### src/rtl/mcp_adc_responder_if.sv
// SPI pins between the MCP master and the emulated MCP3202 ADC.
// dout_oe stands in for the ADC's tri-state dout driver.
interface mcp_adc_responder_if;
    logic cs;
    logic sclk;
    logic din;
    logic dout;
    logic dout_oe;

    modport master (output cs, output sclk, output din, input dout, input dout_oe);
    modport slave  (input cs, input sclk, input din, output dout, output dout_oe);
endinterface

### src/rtl/mcp_adc_responder.sv
// MCP3202-style SPI ADC emulator: decodes start/SGL/ODD/MSBF from the master and
// shifts a DATA_W-bit result back, all in the clk domain via oversampled SPI pins.
module mcp_adc_responder #(
    parameter int DATA_W      = 12,
    parameter int SYNC_STAGES = 2
) (
    input  logic                clk,
    input  logic                rst,
    mcp_adc_responder_if.slave  spi,
    input  logic [DATA_W-1:0]   ch0_data,
    input  logic [DATA_W-1:0]   ch1_data,
    output logic                busy,
    output logic                cfg_sgl,
    output logic                cfg_odd,
    output logic                cfg_msbf,
    output logic                xfer_done
);
    localparam int               CNT_W    = $clog2(DATA_W + 1);
    localparam logic [CNT_W-1:0] LAST_BIT = CNT_W'(DATA_W - 1);

    typedef enum logic [2:0] {
        ST_IDLE,
        ST_WAIT_START,
        ST_CFG,
        ST_NULL,
        ST_MSB_OUT,
        ST_LSB_OUT,
        ST_DONE
    } state_t;

    state_t                 state;
    logic [SYNC_STAGES-1:0] cs_sync;
    logic [SYNC_STAGES-1:0] sclk_sync;
    logic [SYNC_STAGES-1:0] din_sync;
    logic                   sclk_prev;
    logic                   cs_s;
    logic                   sclk_s;
    logic                   din_s;
    logic                   sclk_rise;
    logic                   sclk_fall;
    logic [CNT_W-1:0]       bit_cnt;
    logic [CNT_W-1:0]       msb_idx;
    logic                   sgl_q;
    logic                   odd_q;
    logic [DATA_W-1:0]      result_q;
    logic                   dout_q;
    logic                   dout_oe_q;

    // Differential modes subtract at DATA_W+1 bits so a borrow clamps to zero.
    function automatic logic [DATA_W-1:0] convert(input logic              sgl,
                                                  input logic              odd,
                                                  input logic [DATA_W-1:0] ch0,
                                                  input logic [DATA_W-1:0] ch1);
        logic [DATA_W:0] diff;
        if (sgl) begin
            return odd ? ch1 : ch0;
        end
        diff = odd ? ({1'b0, ch1} - {1'b0, ch0}) : ({1'b0, ch0} - {1'b0, ch1});
        return diff[DATA_W] ? '0 : diff[DATA_W-1:0];
    endfunction

    // Idle levels (cs high, sclk low) keep the edge detector quiet out of reset.
    always_ff @(posedge clk) begin
        if (rst) begin
            cs_sync   <= '1;
            sclk_sync <= '0;
            din_sync  <= '0;
            sclk_prev <= 1'b0;
        end else begin
            // NOTE: non-blocking assignments so each stage samples its pre-edge neighbour.
            cs_sync   <= {cs_sync[SYNC_STAGES-2:0], spi.cs};
            sclk_sync <= {sclk_sync[SYNC_STAGES-2:0], spi.sclk};
            din_sync  <= {din_sync[SYNC_STAGES-2:0], spi.din};
            sclk_prev <= sclk_s;
        end
    end

    assign cs_s      = cs_sync[SYNC_STAGES-1];
    assign sclk_s    = sclk_sync[SYNC_STAGES-1];
    assign din_s     = din_sync[SYNC_STAGES-1];
    assign sclk_rise = sclk_s & ~sclk_prev;
    assign sclk_fall = ~sclk_s & sclk_prev;
    assign msb_idx   = LAST_BIT - bit_cnt;

    always_ff @(posedge clk) begin
        if (rst) begin
            state     <= ST_IDLE;
            bit_cnt   <= '0;
            sgl_q     <= 1'b0;
            odd_q     <= 1'b0;
            result_q  <= '0;
            dout_q    <= 1'b0;
            dout_oe_q <= 1'b0;
            cfg_sgl   <= 1'b0;
            cfg_odd   <= 1'b0;
            cfg_msbf  <= 1'b0;
            xfer_done <= 1'b0;
        end else begin
            xfer_done <= 1'b0;
            // A deasserted cs overrides any sclk edge seen in the same cycle.
            if (cs_s) begin
                state     <= ST_IDLE;
                bit_cnt   <= '0;
                dout_q    <= 1'b0;
                dout_oe_q <= 1'b0;
            end else begin
                case (state)
                    ST_IDLE: begin
                        bit_cnt <= '0;
                        state   <= ST_WAIT_START;
                    end

                    ST_WAIT_START: begin
                        if (sclk_rise && din_s) begin
                            bit_cnt <= '0;
                            state   <= ST_CFG;
                        end
                    end

                    ST_CFG: begin
                        if (sclk_rise) begin
                            if (bit_cnt == CNT_W'(0)) begin
                                sgl_q   <= din_s;
                                bit_cnt <= bit_cnt + 1'b1;
                            end else if (bit_cnt == CNT_W'(1)) begin
                                odd_q   <= din_s;
                                bit_cnt <= bit_cnt + 1'b1;
                            end else begin
                                // MSBF edge is the sampling instant of the conversion.
                                cfg_sgl  <= sgl_q;
                                cfg_odd  <= odd_q;
                                cfg_msbf <= din_s;
                                result_q <= convert(sgl_q, odd_q, ch0_data, ch1_data);
                                bit_cnt  <= '0;
                                state    <= ST_NULL;
                            end
                        end
                    end

                    ST_NULL: begin
                        if (sclk_fall) begin
                            dout_q    <= 1'b0;
                            dout_oe_q <= 1'b1;
                            bit_cnt   <= '0;
                            state     <= ST_MSB_OUT;
                        end
                    end

                    ST_MSB_OUT: begin
                        if (sclk_fall) begin
                            dout_q <= result_q[msb_idx];
                            if (bit_cnt == LAST_BIT) begin
                                if (cfg_msbf) begin
                                    xfer_done <= 1'b1;
                                    state     <= ST_DONE;
                                end else begin
                                    // B0 was just sent, so the LSB-first tail resumes at B1.
                                    bit_cnt <= CNT_W'(1);
                                    state   <= ST_LSB_OUT;
                                end
                            end else begin
                                bit_cnt <= bit_cnt + 1'b1;
                            end
                        end
                    end

                    ST_LSB_OUT: begin
                        if (sclk_fall) begin
                            dout_q <= result_q[bit_cnt];
                            if (bit_cnt == LAST_BIT) begin
                                xfer_done <= 1'b1;
                                state     <= ST_DONE;
                            end else begin
                                bit_cnt <= bit_cnt + 1'b1;
                            end
                        end
                    end

                    ST_DONE: begin
                        // The last data bit stays valid for the master's next rising edge.
                        if (sclk_fall) begin
                            dout_q <= 1'b0;
                        end
                        dout_oe_q <= 1'b1;
                    end

                    default: begin
                        state <= ST_IDLE;
                    end
                endcase
            end
        end
    end

    assign spi.dout    = dout_q;
    assign spi.dout_oe = dout_oe_q;
    assign busy        = ~cs_s;
endmodule

### src/flat_wrapper.sv
// flat-port wrapper written by rule: the top's interface ports become plain ports
module mcp_adc_responder_flat 
#(
    parameter int DATA_W      = 12,
    parameter int SYNC_STAGES = 2
)
  (clk, rst, ch0_data, ch1_data, busy, cfg_sgl, cfg_odd, cfg_msbf, xfer_done, spi_cs, spi_sclk, spi_din, spi_dout, spi_dout_oe);
  mcp_adc_responder_if spi_i ();
  input  logic clk;
  input  logic rst;
  input  logic [DATA_W-1:0] ch0_data;
  input  logic [DATA_W-1:0] ch1_data;
  output logic busy;
  output logic cfg_sgl;
  output logic cfg_odd;
  output logic cfg_msbf;
  output logic xfer_done;
  input wire logic [$bits(spi_i.cs)-1:0] spi_cs;
  input wire logic [$bits(spi_i.sclk)-1:0] spi_sclk;
  input wire logic [$bits(spi_i.din)-1:0] spi_din;
  output wire logic [$bits(spi_i.dout)-1:0] spi_dout;
  output wire logic [$bits(spi_i.dout_oe)-1:0] spi_dout_oe;
  assign spi_i.cs = spi_cs;
  assign spi_i.sclk = spi_sclk;
  assign spi_i.din = spi_din;
  assign spi_dout = spi_i.dout;
  assign spi_dout_oe = spi_i.dout_oe;
  mcp_adc_responder #(.DATA_W(DATA_W), .SYNC_STAGES(SYNC_STAGES)) u_core (.clk(clk), .rst(rst), .spi(spi_i), .ch0_data(ch0_data), .ch1_data(ch1_data), .busy(busy), .cfg_sgl(cfg_sgl), .cfg_odd(cfg_odd), .cfg_msbf(cfg_msbf), .xfer_done(xfer_done));
endmodule
### config.mk
export PLATFORM = sky130hd
export DESIGN_NAME = mcp_adc_responder_flat
export DESIGN_NICKNAME = d
export VERILOG_FILES = /design/src/rtl/mcp_adc_responder_if.sv /design/src/rtl/mcp_adc_responder.sv /design/src/flat_wrapper.sv
export SDC_FILE = /design/constraint.sdc
export NUM_CORES = 1
export LEC_CHECK = 0
export ABC_AREA = 1
export ABC_CLOCK_PERIOD_IN_PS = 2650
export CAP_MARGIN = 30
export CORE_MARGIN = 2
export CORE_UTILIZATION = 55
export CTS_BUF_LIST = sky130_fd_sc_hd__clkbuf_8
export DETAILED_ROUTE_END_ITERATION = 10
export HOLD_SLACK_MARGIN = 0.1
export MAX_ROUTING_LAYER = met4
export PLACE_DENSITY_LB_ADDON = 0.25
export SETUP_SLACK_MARGIN = 0.02
export SYNTH_ARGS = -nofsm -noshare
export SYNTH_HDL_FRONTEND = slang
export SYNTH_SLANG_ARGS = --single-unit
### constraint.sdc
create_clock -name clk -period 2.65 [get_ports clk]
set_clock_uncertainty 0.05 [all_clocks]
set_input_delay 0.265 -clock clk [delete_from_list [all_inputs] [get_ports clk]]
set_output_delay 0.265 -clock clk [all_outputs]
set_load 0.05 [all_outputs]
### Word-level counts from Yosys, hierarchy flattened

Index checks and enable logic that the tools add are counted.

* flip-flop bits (word level): 34
* bits of input ports: 29
* output and inout bits: 7
* word-level logic and storage cells: 114

* add/subtract/negate cells: 4
* $lt $le $gt $ge: 2
* eq/ne operators: 20
* multiplexer cells: 50
* bitwise gates (word level): 8
* reductions and logical operators: 15

Operator list (count)
* $mux 12: 4
* $mux 4: 10
* $mux 3: 9
* $sub 12x12->13: 2
* $pmux 4 s6: 1
* $pmux 3 s7: 1
* $mux 1: 18
* $ne 2x1->1 const B: 8
* $mux 13: 1
* $lt 4x5->1 const B: 2
* $reduce_and 10->1: 1
* $reduce_and 5->1: 2
* $eq 3x3->1 const B: 3
* $bmux 1 s4: 2
* $reduce_and 4->1: 2
* $reduce_and 8->1: 1
* $eq 3x2->1 const B: 2
* $ne 2x2->1 const B: 3
* $not 1->1: 6
* $reduce_bool 6->1: 1
* $add 4x1->4 const B: 1
* $eq 4x1->1 const B: 1
* $eq 4x4->1 const B: 1
* $logic_not 4->1: 1
* 13 further kinds: 16

### Depth between registers and ports, before layout

Gate-level depths: netlist (run 1).

* depth in word-level cells: 8
* gate-level depth with buffers: 15

### Least setup slack after synthesis (run 1)

OpenSTA, ideal clock, no wires.

* kind: reg-to-reg
* start: reg u_core.bit_cnt[0]
* end: reg u_core.state[1]
* data arrival time: 1616 ps
* setup slack: 862 ps
* cell stages (with the launch flop): 9
* cells stage by stage: dfxtp_1 inv_1 buf_2 ha_1 o21ai_0 nor2_1 nand3b_1 o21ai_0 a21oi_1

* longest elaborated chain between the ends: 3
* elaborated cells on any way between the ends: 8
* classes of those cells: eq/ne: 6; reduce/logical: 2

RTL lines
* start: declaration: RTL line mcp_adc_responder.sv:41 `logic [CNT_W-1:0] bit_cnt;`
* start signal: assignment: RTL line mcp_adc_responder.sv:124 `bit_cnt <= bit_cnt + 1'b1;`
* start signal: assignment: RTL line mcp_adc_responder.sv:127 `bit_cnt <= bit_cnt + 1'b1;`
* start signal: assignment: RTL line mcp_adc_responder.sv:162 `bit_cnt <= bit_cnt + 1'b1;`
* $eq 4x4->1, or another cell as far along: RTL line mcp_adc_responder.sv:152, mcp_adc_responder.sv:170
* $ne 2x1->1 (no source line) / $ne 2x2->1 (equally long branches)
* $reduce_and 10->1 (no source line) (*)
* end signal: assignment: RTL line mcp_adc_responder.sv:155 `state <= ST_DONE;`
* end signal: assignment: RTL line mcp_adc_responder.sv:159 `state <= ST_LSB_OUT;`
* end signal: assignment: RTL line mcp_adc_responder.sv:172 `state <= ST_DONE;`
* end: declaration: RTL line mcp_adc_responder.sv:31 `state_t state;`

Mark *: on every way between the ends. The rest lies on a longest branch, timed or not.
A chain may end at the register's enable or synchronous reset.

### Worst setup path in the final report (run 1)

* start: in ch0_data[0]
* end: reg u_core.result_q[5]

* longest elaborated chain between the ends: 4
* elaborated cells on any way between the ends: 5
* classes of those cells: add/sub: 2; mux: 3

RTL lines
* start: declaration: RTL line flat_wrapper.sv:11 `input logic [DATA_W-1:0] ch0_data;`
* $sub 12x12->13: RTL line mcp_adc_responder.sv:58 `diff = odd ? ({1'b0, ch1} - {1'b0, ch0}) : ({1'b0, ch0} - {1'b0, ch1});`
* $mux 13 (*): RTL line mcp_adc_responder.sv:58
* $mux 12 (*): RTL line mcp_adc_responder.sv:59 `return diff[DATA_W] ? '0 : diff[DATA_W-1:0];`
* $mux 12 (*): RTL line mcp_adc_responder.sv:58
* end signal: assignment: RTL line mcp_adc_responder.sv:133 `result_q <= convert(sgl_q, odd_q, ch0_data, ch1_data);`
* end: declaration: RTL line mcp_adc_responder.sv:45 `logic [DATA_W-1:0] result_q;`

Marks and branches as above.

==> results of run 1 <==
## state kept, by name (all words and copies together) (netlist names)
name,count
u_core.cfg_odd,1
u_core.xfer_done,1
u_core.result_q,12
u_core.sclk_sync,2
u_core.spi.dout,1
u_core.spi.dout_oe,1
u_core.din_sync,2
u_core.odd_q,1
u_core.cs_sync,2
u_core.cfg_sgl,1
u_core.sclk_prev,1
u_core.sgl_q,1
u_core.cfg_msbf,1
u_core.state,3
u_core.bit_cnt,4
## worst max-delay path, cell delays in order
cell	delay, ns
clkdlybuf4s50_1	0.43
inv_1	0.07
ha_1	0.13
inv_1	0.08
fa_1	0.45
nand3_1	0.10
nand3_1	0.17
nand3_1	0.11
nand3_1	0.07
nand2_1	0.06
nand2_1	0.09
nand2_2	0.12
clkinv_4	0.11
nand2_1	0.09
a21oi_1	0.05
## layer usage
metal  GRT usage  vias to the layer above  wire length, µm
li1            -                     1838                -
met1      0.4185                     1682             4411
met4     0.07288                        0              123
met5           -                        -                0
met3     0.04111                       20              585
met2      0.4508                      140             4031
## cell type report
cell class,instances,area (µm²)
Multi-Input combinational cell,415,2193
Fill cell,555,2046
Sequential cell,34,680.7
Timing Repair Buffer,40,387.9
Inverter,88,336.6
Tap cell,75,93.84
Clock buffer,6,82.58
Clock inverter,1,30.03
## how the worst max path moves through the flow
stage / from / end / slack, ns / cells after the start
2_1_floorplan: u_core.bit_cnt[0] / u_core.state[1] / 0.86 / 8
3_3_place_gp: ch0_data[0] / u_core.result_q[10] / 0.11 / 14
3_5_place_dp: ch0_data[0] / u_core.result_q[5] / 0.09 / 15
4_1_cts: ch0_data[0] / u_core.result_q[7] / 0.39 / 15
5_1_grt: ch0_data[0] / u_core.result_q[2] / 0.13 / 15
6_report: ch0_data[0] / u_core.result_q[5] / 0.36 / 15
## synth_stat cells (all sizes together), types with 2 or more instances
master / n / area share
o21ai: 45 / 0.069
dfxtp: 34 / 0.21
o21a: 2 / 0.0046
nand4: 5 / 0.011
buf: 10 / 0.017
xor2: 3 / 0.0080
a311oi: 2 / 0.0053
a21oi: 47 / 0.073
fa: 2 / 0.012
o22ai: 2 / 0.0038
nor2: 69 / 0.084
nor3: 3 / 0.0080
a21o: 2 / 0.0046
xnor2: 2 / 0.0053
a211oi: 4 / 0.0091
clkbuf: 5 / 0.0057
o2111ai: 2 / 0.0053
clkinv: 2 / 0.0042
o21bai: 2 / 0.0046
or2: 2 / 0.0038
inv: 86 / 0.098
nand3: 41 / 0.062
nand3b: 4 / 0.0091
ha: 29 / 0.11
nand2: 145 / 0.17
## cells by family (layout without fill, tap and decap cells)
| kind of cell | count (synthesis) | after routing | synth area share |
|---|---|---|---|
| AND/OR/NAND/NOR | 269 | 269 | 0.3486 |
| buffers and inverters | 103 | 135 | 0.1250 |
| flip-flops | 34 | 34 | 0.2072 |
| XOR/XNOR | 5 | 5 | 0.01334 |
| adder cells (fa/ha/maj) | 31 | 31 | 0.1227 |
| AO/OA/AOI/OAI | 110 | 110 | 0.1832 |
## where the power goes
part	switching, mW	leakage [nW]	internal, mW
clock	0.183	0.0573	0.301
combinational	0.223	1.53	0.145
sequential	0.00393	0.275	0.516
==> results.sh, run 1 <==
export IMPL_place_area_um2=3692
export IMPL_async_flop_share=0
export IMPL_hold_viol_final=0
export IMPL_status="completed"
export IMPL_core_area_um2=5851
export IMPL_grt_setup_unrepaired="false"
export IMPL_cp_end_kind="register"
export IMPL_final_layout_size_suffix_gt1_frac=0.05651
export IMPL_cts_clk_slew_worst_paths_ns=0.07
export IMPL_syn_area_um2=3284
export IMPL_ys_dominant_reg_cell="dfxtp_1"
export IMPL_hold_class="register to register"
export IMPL_setup_ws_ns=0.3581
export IMPL_initialDrtViolationCount=310
export IMPL_reg2reg_from="u_core.bit_cnt[1]"
export IMPL_placed_cells=652
export IMPL_grt_pass1_wl_um=15080
export IMPL_start_kind="input port"
export IMPL_fin_crit_ns=2.292
export IMPL_globalRouteOverflowTotal=0
export IMPL_design_area_um2=3805
export IMPL_cts_resized=0
export IMPL_htreeDepth=2
export IMPL_post_route_period_util=0.8649
export IMPL_ys_warn_count=0
export IMPL_nets=644
export IMPL_vias=3680
export IMPL_whs_endpoint="u_core.sclk_sync[1]"
export IMPL_final_common_cell="nand2_1"
export IMPL_antenna_found_initial=0
export IMPL_whs_ns=0.3546
export IMPL_chipWidth_um=81.28
export IMPL_worstReg2RegEnd="u_core.result_q[8]"
export IMPL_avgSynthCellArea_um2=5.950
export IMPL_yosysSeqAreaShare=0.2072
export IMPL_whs_path_depth=2
export IMPL_worstHoldStart="u_core.sclk_sync[0]"
export IMPL_cts_sinks=34
export IMPL_fmax_ghz=0.4363
export IMPL_hpwl_um=7125
export IMPL_place_gp_congestion=0.9268
export IMPL_die_area_um2=6606
export IMPL_most_common_layout_cells="nand2_1, inv_1, nor2_1"
export IMPL_arrival_ns=2.41
export IMPL_io_pins=36
export IMPL_clk_path_buf_depth=2
export IMPL_post_cts_buffers=0
export IMPL_drcViolationCount=0
export IMPL_initial_core_util=0.5614
export IMPL_syn_inst=552
export IMPL_cap_violations=0
export IMPL_cp_max_fo=10
export IMPL_reg2reg_slack_ns=0.55
export IMPL_die_h_um=81.28
export IMPL_setup_viol=0
export IMPL_cts_root_buf="clkbuf_8"
export IMPL_synth_cell_type_count=38
export IMPL_p_per_area_nw_per_um2=360.5
export IMPL_drtPass1Iterations=6
export IMPL_drt_wirelength_per_cell_um=13.89
export IMPL_grt_pass1_vias=3318
export IMPL_r2r_cells=8
export IMPL_layoutNonFillerInstCount=659
export IMPL_grt_max_degree=37
export IMPL_tritoncts="done"
export IMPL_worstMarginPinSlew_ns=0.5376
export IMPL_path_class="input port to register"
export IMPL_synth_edff_count=0
export IMPL_cts_made_buffers=5
export IMPL_place_ws_ns=0.09166
export IMPL_crit_required_ns=2.77
export IMPL_peakVddDrop_mv=0.2809
export IMPL_slew_violations=0
export IMPL_antenna_cells=0
export IMPL_syn2layout_area_growth_pct=15.85
export IMPL_grt_total_usage=0.2982
export IMPL_clk_latency_ns=0.29
export IMPL_relSlewSlack=0.6412
export IMPL_port_buffers=35
export IMPL_row_count=28
export IMPL_yosys_register_bits=34
export IMPL_final_util=0.6503
export IMPL_viasPerCell=5.584
export IMPL_cts_hold_buf=0
export IMPL_syn_num_nets=612
export IMPL_ant_nets=0
export IMPL_timing_setup_tns_ns=0
export IMPL_power_total_mw=1.372
export IMPL_wirelength_um=9153
export IMPL_power_leakage_nw=1.866
(Power assumes the default switching activity.)
==> run 2, diff against run 1 <==
CAP_MARGIN = 5   (was 30)
==> results of run 2 <==
Same layout as run 1: the final DEF is identical, and so are final timing and power.
==> run 3, diff against run 2 <==
ABC_CLOCK_PERIOD_IN_PS = 1800   (was 2650)
CORE_UTILIZATION = 53   (was 55)
clock period = 1.8 ns   (was 2.65 ns; I/O delays follow)
==> results.sh, run 3 (same netlist as run 1, synthesis figures left out) <==
export IMPL_initialDrtViolationCount=325
export IMPL_placed_cells=714
export IMPL_drt_wirelength_per_cell_um=14.60
export IMPL_clk_latency_ns=0.29
export IMPL_reg2reg_from="u_core.bit_cnt[0]"
export IMPL_power_leakage_nw=2.448
export IMPL_chipWidth_um=82.72
export IMPL_core_area_um2=5956
export IMPL_crit_buf_inv=1
export IMPL_p_per_area_nw_per_um2=507.2
export IMPL_nets=717
export IMPL_worstReg2RegEnd="u_core.bit_cnt[0]"
export IMPL_start_kind="register"
export IMPL_relSlewSlack=0.6684
export IMPL_peakVddDrop_mv=0.5548
export IMPL_r2r_cells=7
export IMPL_cp_end_kind="output port"
export IMPL_most_common_layout_cells="nand2_1, buf_4, inv_1"
export IMPL_grt_max_degree=28
export IMPL_wirelength_um=10700
export IMPL_worstHoldStart="ch1_data[0]"
export IMPL_crit_required_ns=1.57
export IMPL_fin_crit_ns=1.713
export IMPL_reg2reg_slack_ns=0.13
export IMPL_startpoint="u_core.cfg_msbf"
export IMPL_cap_violations=0
export IMPL_grt_setup_unrepaired="true"
export IMPL_cp_max_fo=3
export IMPL_tritoncts="done"
export IMPL_port_buffers=35
export IMPL_path_class="register to output port"
export IMPL_power_total_mw=2.452
export IMPL_final_common_cell="nand2_1"
export IMPL_globalRouteOverflowTotal=0
export IMPL_cts_made_buffers=5
export IMPL_final_layout_size_suffix_gt1_frac=0.2979
export IMPL_vias=4086
export IMPL_grt_pass1_vias=3789
export IMPL_cts_sinks=34
export IMPL_setup_viol=0
export IMPL_drcViolationCount=0
export IMPL_drtPass1Iterations=6
export IMPL_syn2layout_area_growth_pct=47.20
export IMPL_die_h_um=82.72
export IMPL_design_area_um2=4835
export IMPL_timing_setup_tns_ns=0
export IMPL_initial_core_util=0.5515
export IMPL_io_pins=36
export IMPL_layoutNonFillerInstCount=733
export IMPL_antenna_found_initial=0
export IMPL_max_stage_delay_ns=0.82
export IMPL_top_register="u_core.result_q"
export IMPL_hold_class="input port to register"
export IMPL_crit_end="cfg_msbf"
export IMPL_hpwl_um=7654
export IMPL_viasPerCell=5.574
export IMPL_setup_ws_ns=0.08652
export IMPL_cp_cell_sequence="clkdlybuf4s50_1"
export IMPL_cts_clk_slew_worst_paths_ns=0.08
export IMPL_row_count=28
export IMPL_slew_violations=0
export IMPL_crit_cells=1
export IMPL_place_gp_congestion=0.9260
export IMPL_ant_nets=0
export IMPL_grt_pass1_wl_um=16940
export IMPL_status="completed"
export IMPL_place_area_um2=4158
export IMPL_fmax_ghz=0.5836
export IMPL_cp_top_family="buffers and inverters"
export IMPL_antenna_cells=0
export IMPL_arrival_ns=1.48
export IMPL_die_area_um2=6843
export IMPL_crit_slowest_cell="clkdlybuf4s50_1"
export IMPL_clk_path_buf_depth=2
export IMPL_largest_reg_flops=12
export IMPL_htreeDepth=2
export IMPL_place_ws_ns=-0.5290
export IMPL_worstMarginPinSlew_ns=0.4958
export IMPL_cts_root_buf="clkbuf_8"
export IMPL_hold_viol_final=0
export IMPL_top_regs="u_core.result_q (12), u_core.bit_cnt (4), u_core.state (3)"
export IMPL_grt_total_usage=0.3293
export IMPL_post_route_period_util=0.9519
-- run 3: changes by cell type in the layout (fill, tap and decap cells not counted), sizes merged --
cell	previous run	this run
inv	86	88
clkdlybuf4s15	0	1
clkdlybuf4s50	35	11
dlymetal6s2s	0	19
bufinv	1	2
buf	5	77
dlygate4sd2	0	3
-- run 3: per-stage QoR --
stage,util,hold WS [ns]
final,0.8118,0.2756
after detailed placement,0.6981,0.3489
after global placement,0.6981,0.3447
after global routing,0.8118,0.3050
after floorplan,-,0.2338
after CTS,0.7666,0.3405
-- run 3: worst min-delay path by stage --
stage                                     to  slack, ns  depth (start not counted)
after floorplan            u_core.cs_sync[0]       0.23                          1
after global placement     u_core.cs_sync[1]       0.34                          1
after detailed placement  u_core.din_sync[1]       0.35                          2
after CTS                 u_core.din_sync[0]       0.34                          3
after global routing      u_core.result_q[0]       0.30                          5
final                     u_core.result_q[0]       0.28                          5
-- run 3: timing repair --
item                       CTS  global route
gates resized for setup     49            91
pin swaps                   11            29
setup endpoints to repair   18            22
setup buffers                7             3
gates cloned                 1             0
hold buffers                 0             0
-- run 3: layout make-up --
type	instances	area, µm²
clock inverter	3	68.82
timing repair buffer	112	974.7
timing repair inverter	1	6.256
fill	425	1121
inverter	88	340.3
sequential	34	689.4
clock buffer	5	68.82
tap	75	93.84
multi-input combinational	415	2592
-- run 3: power breakdown --
group,internal (mW),switching (mW)
Combinational,0.380,0.449
Sequential,0.758,0.00538
Clock,0.555,0.305
Total,1.69,0.759
-- run 3: metal layers --
layer | global-route usage | vias up | routed length [µm]
met5 | - | - | 0
met4 | 0.1016 | 0 | 274
met3 | 0.04239 | 31 | 782
met2 | 0.5185 | 182 | 4949
met1 | 0.4409 | 1884 | 4695
li1 | - | 1989 | -
